<file path="src/rtl/ascon_prog_sequencer_pkg.sv">
`default_nettype none
// ============================================================================
//  Module   : ascon_prog_sequencer_pkg
//  Purpose  : Shared ASCON core opcode header used by the program sequencer
//             and anything that assembles programs for it.
//  Revision : 1.0  initial release
// ============================================================================
package ascon_prog_sequencer_pkg;

  localparam int OP_W = 6;

  // Core instruction opcodes
  localparam logic [OP_W-1:0] ASCON_KEY_LD             = 6'h01;
  localparam logic [OP_W-1:0] ASCON_NONCE_LD           = 6'h02;
  localparam logic [OP_W-1:0] ASCON_INIT               = 6'h03;
  localparam logic [OP_W-1:0] ASCON_DATA_FIFO_PUSH     = 6'h04;
  localparam logic [OP_W-1:0] ASCON_TXT_FIFO_PUSH      = 6'h05;
  localparam logic [OP_W-1:0] ASCON_PROCESS            = 6'h06;
  localparam logic [OP_W-1:0] ASCON_TEXT_OUT_FIFO_PULL = 6'h07;
  localparam logic [OP_W-1:0] ASCON_FINAL              = 6'h08;
  localparam logic [OP_W-1:0] ASCON_END                = 6'h3f;  // also the idle NOP

  // Opcodes that consume one block from the input stream before issue
  function automatic logic is_blk_op(input logic [OP_W-1:0] op);
    return (op == ASCON_DATA_FIFO_PUSH) || (op == ASCON_TXT_FIFO_PUSH);
  endfunction

endpackage
`default_nettype wire

</file>
<file path="src/rtl/ascon_prog_ram.sv">
`default_nettype none
// ============================================================================
//  Module   : ascon_prog_ram
//  Purpose  : Opcode program store, one write port and one synchronous read
//             port. Contents are not reset so a program survives a core reset.
//  Revision : 1.0  initial release
// ============================================================================
module ascon_prog_ram
  import ascon_prog_sequencer_pkg::*;
#(
  parameter int DEPTH  = 32,
  parameter int ADDR_W = 5
) (
  input  logic              clk,
  input  logic              we,
  input  logic [ADDR_W-1:0] waddr,
  input  logic [OP_W-1:0]   wdata,
  input  logic              re,
  input  logic [ADDR_W-1:0] raddr,
  output logic [OP_W-1:0]   rdata
);

  logic [OP_W-1:0] mem [DEPTH];

  // Write port and registered read port; read data holds when re is low
  always_ff @(posedge clk) begin
    if (we) begin
      mem[waddr] <= wdata;
    end
    if (re) begin
      rdata <= mem[raddr];
    end
  end

endmodule
`default_nettype wire

</file>
<file path="src/rtl/ascon_prog_sequencer.sv">
`default_nettype none
// ============================================================================
//  Module   : ascon_prog_sequencer
//  Purpose  : Runs an opcode program against the ASCON core: issues each
//             opcode, feeds AD/text blocks from the input stream, paces on the
//             core ready flag and streams captured outputs.
//  Options  : ASCON_SEQ_TIMEOUT_EN - BUSY watchdog of TIMEOUT_CYC cycles,
//             expiry sets err and ends the run.
//  Revision : 1.0  initial release
// ============================================================================
module ascon_prog_sequencer
  import ascon_prog_sequencer_pkg::*;
#(
  parameter int WIDTH       = 128,
  parameter int PROG_DEPTH  = 32,
  parameter int PC_W        = 5,
  parameter int TIMEOUT_CYC = 1024
) (
  input  logic             clk,
  input  logic             rstn,
  input  logic             prog_we,
  input  logic [PC_W-1:0]  prog_waddr,
  input  logic [5:0]       prog_wdata,
  input  logic             start,
  input  logic             mode_fast,
  input  logic             in_valid,
  output logic             in_ready,
  input  logic [WIDTH-1:0] in_data,
  output logic [5:0]       instruction,
  output logic             data_blk_en,
  output logic             txt_blk_en,
  output logic [WIDTH-1:0] data_block,
  output logic [WIDTH-1:0] txt_block,
  output logic             compact_fast,
  input  logic             status_rdy,
  input  logic [WIDTH-1:0] ascon_out,
  output logic             out_valid,
  input  logic             out_ready,
  output logic [WIDTH-1:0] out_data,
  output logic             busy,
  output logic             done,
  output logic             err
);

  localparam logic [3:0] S_BOOT     = 4'd0;
  localparam logic [3:0] S_IDLE     = 4'd1;
  localparam logic [3:0] S_FETCH    = 4'd2;
  localparam logic [3:0] S_DECODE   = 4'd3;
  localparam logic [3:0] S_BLK_WAIT = 4'd4;
  localparam logic [3:0] S_ISSUE    = 4'd5;
  localparam logic [3:0] S_GUARD    = 4'd6;
  localparam logic [3:0] S_BUSY     = 4'd7;
  localparam logic [3:0] S_EMIT     = 4'd8;
  localparam logic [3:0] S_ADV      = 4'd9;
  localparam logic [3:0] S_DONE     = 4'd10;

  localparam logic [PC_W-1:0] PC_LAST = PC_W'(PROG_DEPTH - 1);

  logic [3:0]      state;
  logic [PC_W-1:0] pc;
  logic [5:0]      op;
  logic [5:0]      rd_op;
  logic            ram_we;
  logic            ram_re;

  // Program edits are only safe while no run is reading the RAM
  assign ram_we = prog_we && ((state == S_IDLE) || (state == S_DONE));
  assign ram_re = (state == S_FETCH);

  ascon_prog_ram #(
    .DEPTH  (PROG_DEPTH),
    .ADDR_W (PC_W)
  ) u_ram (
    .clk   (clk),
    .we    (ram_we),
    .waddr (prog_waddr),
    .wdata (prog_wdata),
    .re    (ram_re),
    .raddr (pc),
    .rdata (rd_op)
  );

  assign in_ready = (state == S_BLK_WAIT) && in_valid;
  assign done     = (state == S_DONE);
  assign busy     = !((state == S_BOOT) || (state == S_IDLE) || (state == S_DONE));

`ifdef ASCON_SEQ_TIMEOUT_EN
  localparam int TO_W = $clog2(TIMEOUT_CYC + 1);
  localparam logic [TO_W-1:0] TO_LAST = TO_W'(TIMEOUT_CYC - 1);
  logic [TO_W-1:0] to_cnt;
  logic            to_hit;

  assign to_hit = (to_cnt == TO_LAST);

  // Watchdog: cleared as BUSY is entered, counts every BUSY cycle
  always_ff @(posedge clk or negedge rstn) begin
    if (!rstn) begin
      to_cnt <= '0;
    end else if (state == S_GUARD) begin
      to_cnt <= '0;
    end else if (state == S_BUSY) begin
      to_cnt <= to_cnt + 1'b1;
    end
  end
`else
  logic to_hit;
  logic unused_timeout_cfg;

  assign to_hit             = 1'b0;
  assign unused_timeout_cfg = ^TIMEOUT_CYC;
`endif

  // Main sequencer: registered outputs are updated on the transition into
  // the state that presents them, so opcode and block enable line up in ISSUE
  always_ff @(posedge clk or negedge rstn) begin
    if (!rstn) begin
      state        <= S_BOOT;
      pc           <= '0;
      op           <= ASCON_END;
      instruction  <= ASCON_END;
      data_blk_en  <= 1'b0;
      txt_blk_en   <= 1'b0;
      data_block   <= '0;
      txt_block    <= '0;
      compact_fast <= 1'b0;
      out_valid    <= 1'b0;
      out_data     <= '0;
      err          <= 1'b0;
    end else begin
      data_blk_en <= 1'b0;
      txt_blk_en  <= 1'b0;
      case (state)
        S_BOOT: begin
          if (status_rdy) begin
            state <= S_IDLE;
          end
        end
        S_IDLE, S_DONE: begin
          if (start) begin
            pc           <= '0;
            compact_fast <= mode_fast;
            err          <= 1'b0;
            state        <= S_FETCH;
          end else begin
            state <= S_IDLE;
          end
        end
        S_FETCH: begin
          state <= S_DECODE;
        end
        S_DECODE: begin
          op <= rd_op;
          if (rd_op == ASCON_END) begin
            instruction <= ASCON_END;
            state       <= S_DONE;
          end else if (is_blk_op(rd_op)) begin
            state <= S_BLK_WAIT;
          end else begin
            instruction <= rd_op;
            state       <= S_ISSUE;
          end
        end
        S_BLK_WAIT: begin
          if (in_valid) begin
            if (op == ASCON_DATA_FIFO_PUSH) begin
              data_block  <= in_data;
              data_blk_en <= 1'b1;
            end else begin
              txt_block  <= in_data;
              txt_blk_en <= 1'b1;
            end
            instruction <= op;
            state       <= S_ISSUE;
          end
        end
        S_ISSUE: begin
          state <= S_GUARD;
        end
        // The core may still show ready from the previous step here
        S_GUARD: begin
          state <= S_BUSY;
        end
        S_BUSY: begin
          if (status_rdy) begin
            if (op == ASCON_TEXT_OUT_FIFO_PULL) begin
              out_data  <= ascon_out;
              out_valid <= 1'b1;
              state     <= S_EMIT;
            end else begin
              state <= S_ADV;
            end
          end else if (to_hit) begin
            err         <= 1'b1;
            instruction <= ASCON_END;
            state       <= S_DONE;
          end
        end
        S_EMIT: begin
          if (out_ready) begin
            out_valid <= 1'b0;
            state     <= S_ADV;
          end
        end
        S_ADV: begin
          if (pc == PC_LAST) begin
            instruction <= ASCON_END;
            state       <= S_DONE;
          end else begin
            pc    <= pc + 1'b1;
            state <= S_FETCH;
          end
        end
        default: begin
          state <= S_BOOT;
        end
      endcase
    end
  end

endmodule
`default_nettype wire

</file>
<file path="config.mk">
export PLATFORM = sky130hd
export DESIGN_NAME = ascon_prog_sequencer
export DESIGN_NICKNAME = d
export VERILOG_FILES = /design/src/rtl/ascon_prog_sequencer_pkg.sv /design/src/rtl/ascon_prog_ram.sv /design/src/rtl/ascon_prog_sequencer.sv
export SDC_FILE = /design/constraint.sdc
export NUM_CORES = 1
export LEC_CHECK = 0
export CAP_MARGIN = 20
export CORE_AREA = 2 2 260 262
export CTS_CLUSTER_SIZE = 12
export DETAILED_ROUTE_END_ITERATION = 10
export DIE_AREA = 0 0 262 264
export MAX_ROUTING_LAYER = met4
export PLACE_DENSITY = 0.65
export SLEW_MARGIN = 20
export SYNTH_ARGS = -nofsm -noshare
export SYNTH_HDL_FRONTEND = slang
export SYNTH_SLANG_ARGS = --single-unit
</file>
<file path="constraint.sdc">
create_clock -name clk -period 2.4 [get_ports clk]
set_input_delay 0.6 -clock clk [delete_from_list [all_inputs] [get_ports clk]]
set_output_delay 0.6 -clock clk [all_outputs]
set_load 0.005 [all_outputs]
</file>
; ---- Yosys cells after proc, flatten, opt, wreduce, memory -nomap -nowiden
; Memory sizes are Yosys's and may differ from the RTL's. A register that Yosys moved wholly into a read port is not among the register bits.
; Index checks and enable logic that the tools add are counted.
[classes]
add_sub_neg = 1
mul = 0
div = 0
order_cmp = 0
n_eq_ne = 25
n_shift = 0
n_mux = 30
bitwise_logic = 1
n_reduce_logical = 20
[op_table]
columns = operator, n
row1 = $pmux W4 S10, 1
row2 = $eq A6 B3 Y1 const B, 4
row3 = $mux W4, 6
row4 = $mux W6, 4
row5 = $pmux W6 S3, 1
row6 = $eq A4 B3 Y1 const B, 4
row7 = $ne A2 B2 Y1 const B, 8
row8 = $mux W1, 13
row9 = $eq A4 B4 Y1 const B, 3
row10 = $reduce_and A3 Y1, 4
row11 = $reduce_and A4 Y1, 3
row12 = $mux W5, 2
row13 = $pmux W5 S2, 1
row14 = $eq A4 B2 Y1 const B, 2
row15 = $eq A6 B6 Y1 const B, 1
row16 = $add A5 B1 Y5 const B, 1
row17 = $eq A5 B5 Y1 const B, 1
row18 = $eq A4 B1 Y1 const B, 1
row19 = $logic_not A4 Y1, 1
row20 = $logic_or A1 B1 Y1, 4
row21 = $reduce_bool A2 Y1, 2
row22 = $ne A3 B3 Y1 const B, 1
row23 = $reduce_bool A3 Y1, 1
row24 = $logic_and A1 B1 Y1, 2
row25 = other kinds (6), 6
[totals]
regBits = 409
latchBits = 0
mem_bits_rw = 192
mem_bits_ro = 0
inputBits = 275
output_inout_bits = 398
word_cells = 89
n_memories = 1
[memory_table]
columns = memory, depth, word_bits, read_ports, rd_clocked_by_memory_dff, write_ports, line_no
row1 = u_ram.mem, 32, 6, 1, 1, 1, ascon_prog_ram.sv:23  ; logic [OP_W-1:0] mem [DEPTH];

; ---- Depth between registers and ports, before layout
[logic_depth]
ltp_word = 5
mapped_depth = 8
mapped_depth_nobuf = 7

; ---- Modules after synthesis
; Synthesis repeated with hierarchy kept, for this count alone.
[unflattened]
cells_unflattened = 1288
area_unflattened_um2 = 23737.8
[by_module_without_submodules]
columns = mod, instances, cells_each, area_per_inst_um2
row1 = ascon_prog_sequencer, 1, 965, 16087.9
row2 = ascon_prog_ram, 1, 323, 7649.8

; ---- Least setup slack after synthesis
; Ideal clock, no wire load.
[synth_path]
kind = reg2reg
startpoint = register state[3]
endpoint = memory u_ram.mem[24][0], enable pin
setup_time_ns = 0.350
arrival_ns = 2.075
required_ns = 2.050
path_slack_ns = -0.024
stages_incl_launch_ff = 6
synth_period_minus_slack_ns = 2.424
path_cell_list = dfrtp_1 -> clkbuf_1 -> or3b_2 -> a2111oi_2 -> nand3_1 -> nor2_1
[synth_via]
elab_chain_cells = 5
[synth_rtl]
columns = element, line_no
row1 = "start, declared", ascon_prog_sequencer.sv:59  ; logic [3:0] state;
row2 = "start signal, assigned", ascon_prog_sequencer.sv:117  ; state <= S_BOOT;
row3 = "start signal, assigned", ascon_prog_sequencer.sv:135  ; state <= S_IDLE;
row4 = "start signal, assigned", ascon_prog_sequencer.sv:143  ; state <= S_FETCH;
row5 = $eq A4 B1 Y1 or $eq A4 B4 Y1 (tied branches), ascon_prog_sequencer.sv:67  ; assign ram_we = prog_we && ((state == S_IDLE) || (state == S_DONE));
row6 = $logic_or A1 B1 Y1 *, ascon_prog_sequencer.sv:67
row7 = $logic_and A1 B1 Y1 *, ascon_prog_sequencer.sv:67
row8 = $mux W1 *, ascon_prog_ram.sv:27  ; if (we) begin
row9 = $mux W1 (not written as such) *, ascon_prog_ram.sv:28  ; mem[waddr] <= wdata;
row10 = "end, declared", ascon_prog_ram.sv:23
; Mark *: on every way between the ends. The rest lies on a longest branch, timed or not.

; ---- Worst setup path in the final report
[layout_path]
startpoint = register op[2]
endpoint = register data_block[54]
[layout_via]
elab_chain_cells = 2
[layout_rtl]
columns = element, line_no
row1 = "start, declared", ascon_prog_sequencer.sv:61  ; logic [5:0] op;
row2 = "start signal, assigned", ascon_prog_sequencer.sv:152  ; op <= rd_op;
row3 = $eq A6 B3 Y1, ascon_prog_sequencer.sv:165  ; if (op == ASCON_DATA_FIFO_PUSH) begin
row4 = $reduce_and A3 Y1 (no source line), --
row5 = "end signal, assigned", ascon_prog_sequencer.sv:166  ; data_block <= in_data;
row6 = "end, declared", ascon_prog_sequencer.sv:32  ; output logic [WIDTH-1:0] data_block,
; Every way passes these cells.
; A chain may end at the register's enable or synchronous reset.

==> flow_summary_export.csv <==
group,metric,value,unit
place,gp_congestion,0.944,
drt,first_pass_iters,6,
run_status,outcome,"complete, no violations",
worst_setup_path,critPathCaptureType,"flip-flop",
timing,max_freq,419,MHz
drt,drcViolationCount,0,
finish,final_common_cell,"clkdlybuf4s50_1",
global_routing,grt-ovfl-total,0,
drt,wirelength,81800,um
timing,max_slew_margin,61.9,%
global_routing,track_usage,23.6,%
logic_synthesis,syn-cell-area,0.0238,mm2
pwr,peakVddDrop,0.517,mV
clock_tree,htreeDepth,3,
clock_tree,path_clk_slew,60,ps
worst_setup_path,worstPathArrival,2850,ps
logic_synthesis,synth-seq-cells,607,
place,dp_hpwl,61600,um
clock_tree,clock_latency,610,ps
logic_synthesis,ys_warn_count,0,
drt,via_count,15000,
place,numPortBuffers,671,
clock_tree,clock_sinks,607,
finish,layout_common_cells,"clkdlybuf4s50_1, dfrtp_1, mux2_2, edfxtp_1, mux2_4",
timing,final-setup-viol-count,0,
global_routing,grt_pass1_vias,15800,
floorplan,fp.dieH,264,um
pwr,p_leak,14.7,nW
floorplan,core,0.0666,mm2
floorplan,num_rows,95,
finish,area_growth,46.2,%
logic_synthesis,synth_ff_type,"dfrtp_1",
logic_synthesis,ys_seq_area_share,68.2,%
logic_synthesis,yosysTopAreaCell,"dfrtp_1",
worst_setup_path,crit_buf_inv,1,
timing,final_max_slew_viol_count,0,
place,pre_cts_ws,-435,ps
global_routing,antenna_found_initial,9,
floorplan,dieArea,0.0692,mm2
timing,skew,26.1,ps
worst_setup_path,required,2870,ps
worst_setup_path,worst-setup-path-type,"reg2reg",
worst_setup_path,reg2reg_from,"op[2]$_DFFE_PN1P_",
timing,hold_violations,0,
clock_tree,cts_buffers,68,
timing,rsz0062_at_grt,"true",
clock_tree,root_buffer,"clkbuf_16",
worst_setup_path,startpoint_type,"flip-flop",
run,maxCapViolCount,0,
floorplan,die_w,262,um
worst_setup_path,critPathSlowestCell,"dfstp_2",
finish,final_nets,2409,
logic_synthesis,synthCells,1339,
clock_tree,cts_buffer_depth,3,
timing,fin_crit_sh,99.4,%
finish,drive_above_1_share,31.8,%
logic_synthesis,synth.area.top_cells,"dfrtp_1, edfxtp_1, mux2_2",
timing,whs,467,ps
timing,layout_setup_ws,15.4,ps
drt,drtIter0Drc,1022,
logic_synthesis,synth-edff-count,198,
drt,wl_per_cell,26.7,um
floorplan,io-pin-count,673,
timing,setup_tns,0,ps
logic_synthesis,synth_top_area_share,41.8,%
drt,post_drt_via_cell_ratio,4.91,
global_routing,grt_pass1_wl,114000,um
worst_setup_path,crit_family,"simple AND/OR/NAND/NOR gates",
timing,fin_crit,2380,ps
worst_hold_path,holdCritPathClass,"reg2reg",
worst_setup_path,path_max_fanout,20,
clock_tree,cts_tree,"built",
logic_synthesis,synth_nets,1616,
worst_setup_path,crit_path_start,"op[2]$_DFFE_PN1P_",
pwr,powerDensity,1120,mW/mm2
pwr,p_total,0.0388,W
logic_synthesis,syn_area_per_cell,17.7,um2
floorplan,initial_core_util,35.7,%
logic_synthesis,async_flop_share,67.4,%
logic_synthesis,ys_types,58,
worst_setup_path,crit_path_cell_trace,"or4b_4 > or3_4 > or2_4 > buf_16 > mux2_4",
global_routing,grt_max_degree,82,
timing,worst_pin_slew,566,ps
worst_hold_path,worstHoldStart,"instruction[3]$_DFFE_PN1P_",
drt,drt.antenna.violating_nets,0,
finish,final_core_util,52.2,%
worst_setup_path,cpPeakStageDelay,520,ps
==> state kept, by name, indices dropped and copies added, names as in the netlist <==
signal,cells
compact_fast,1
out_valid,1
data_blk_en,1
u_ram.mem,192
out_data,128
op,6
u_ram.rdata,6
instruction,6
txt_blk_en,1
data_block,128
state,4
txt_block,128
pc,5
==> stage by stage <==
stage / instance area (um2) / instances
finish: 34700 / 3061
global placement: 32200 / 2915
detailed placement: 32200 / 2915
CTS: 34500 / 3040
global route: 34700 / 3061
floorplan: 23800 / 1339
==> worst min-delay path, cell delays in order, from the launching register on <==
cell and delay [ps]:
dfstp_2 370, inv_1 40, mux2i_1 50
==> cells in the mapped netlist, drive strengths merged, types with 7 or more instances <==
cell type / count
mux2: 392
nor2: 40
dfrtp: 397
a21oi: 14
a22oi: 7
clkbuf: 20
o221ai: 11
a211oi: 7
edfxtp: 198
nand3: 9
dfstp: 12
nand2: 17
o22ai: 8
buf: 53
mux2i: 28
mux4: 37
inv: 17
==> metal layers <==
metal / share of wire (%) / routed length, um / global-route usage, % / up-vias
met1: 42 / 34200 / 29.6 / 7834
met3: 9.0 / 7400 / 8.52 / 107
met5: 0 / 0 / - / -
met4: 2.8 / 2330 / 7.86 / 0
li1: - / - / - / 6571
met2: 46 / 37800 / 35.6 / 517
==> cell families after synthesis <==
family / after synthesis / synth area share, %
buffers and inverters: 90 / 2.04
other: 1 / 0.0158
and+or+nand+nor: 105 / 2.24
adders and majority gates: 2 / 0.105
DFF: 607 / 68.2
xor gates and xnor gates: 3 / 0.111
muxes: 457 / 25.0
AOI/OAI and AO/OA: 74 / 2.33
==> final cells by class <==
type / instances / area [um2]
Fill cell: 5401 / 31800
Multi-Input combinational cell: 643 / 7180
Clock buffer: 94 / 1930
Timing Repair Buffer: 795 / 8030
Antenna cell: 8 / 20.0
Clock inverter: 24 / 210
Inverter: 17 / 68.8
Tap cell: 873 / 1090
Sequential cell: 607 / 16200
==> what timing repair did <==
| item | CTS | global route |
|---|---|---|
| endpoints found under the setup margin | 23 | 286 |
| setup buffers | 6 | 8 |
| gates cloned | 1 | 5 |
| gates resized for setup | 31 | 14 |
| hold buffers | 1 | 0 |
| hold endpoints to repair | 17 | 0 |
| pin swaps | 2 | 6 |
==> where the power goes <==
group	total [W]	switching (W)	internal, W
combinational	0.0138	0.00563	0.00820
clock	0.0101	0.00419	0.00586
sequential	0.0150	0.00160	0.0134
==> final timing paths <==
check,to,slack (ps),cells after the start
worst max-delay path,data_block[54]$_DFFE_PN0P_,20,5
worst min-delay path,instruction[3]$_DFFE_PN1P_,470,2
worst max register to register,data_block[54]$_DFFE_PN0P_,20,5
worst min register to register,instruction[3]$_DFFE_PN1P_,470,2
max in group asynchronous,pc[0]$_DFFE_PN0P_,1060,3
min in group asynchronous,txt_block[16]$_DFFE_PN0P_,520,2
No activity file was read; power rests on OpenSTA's default activity.
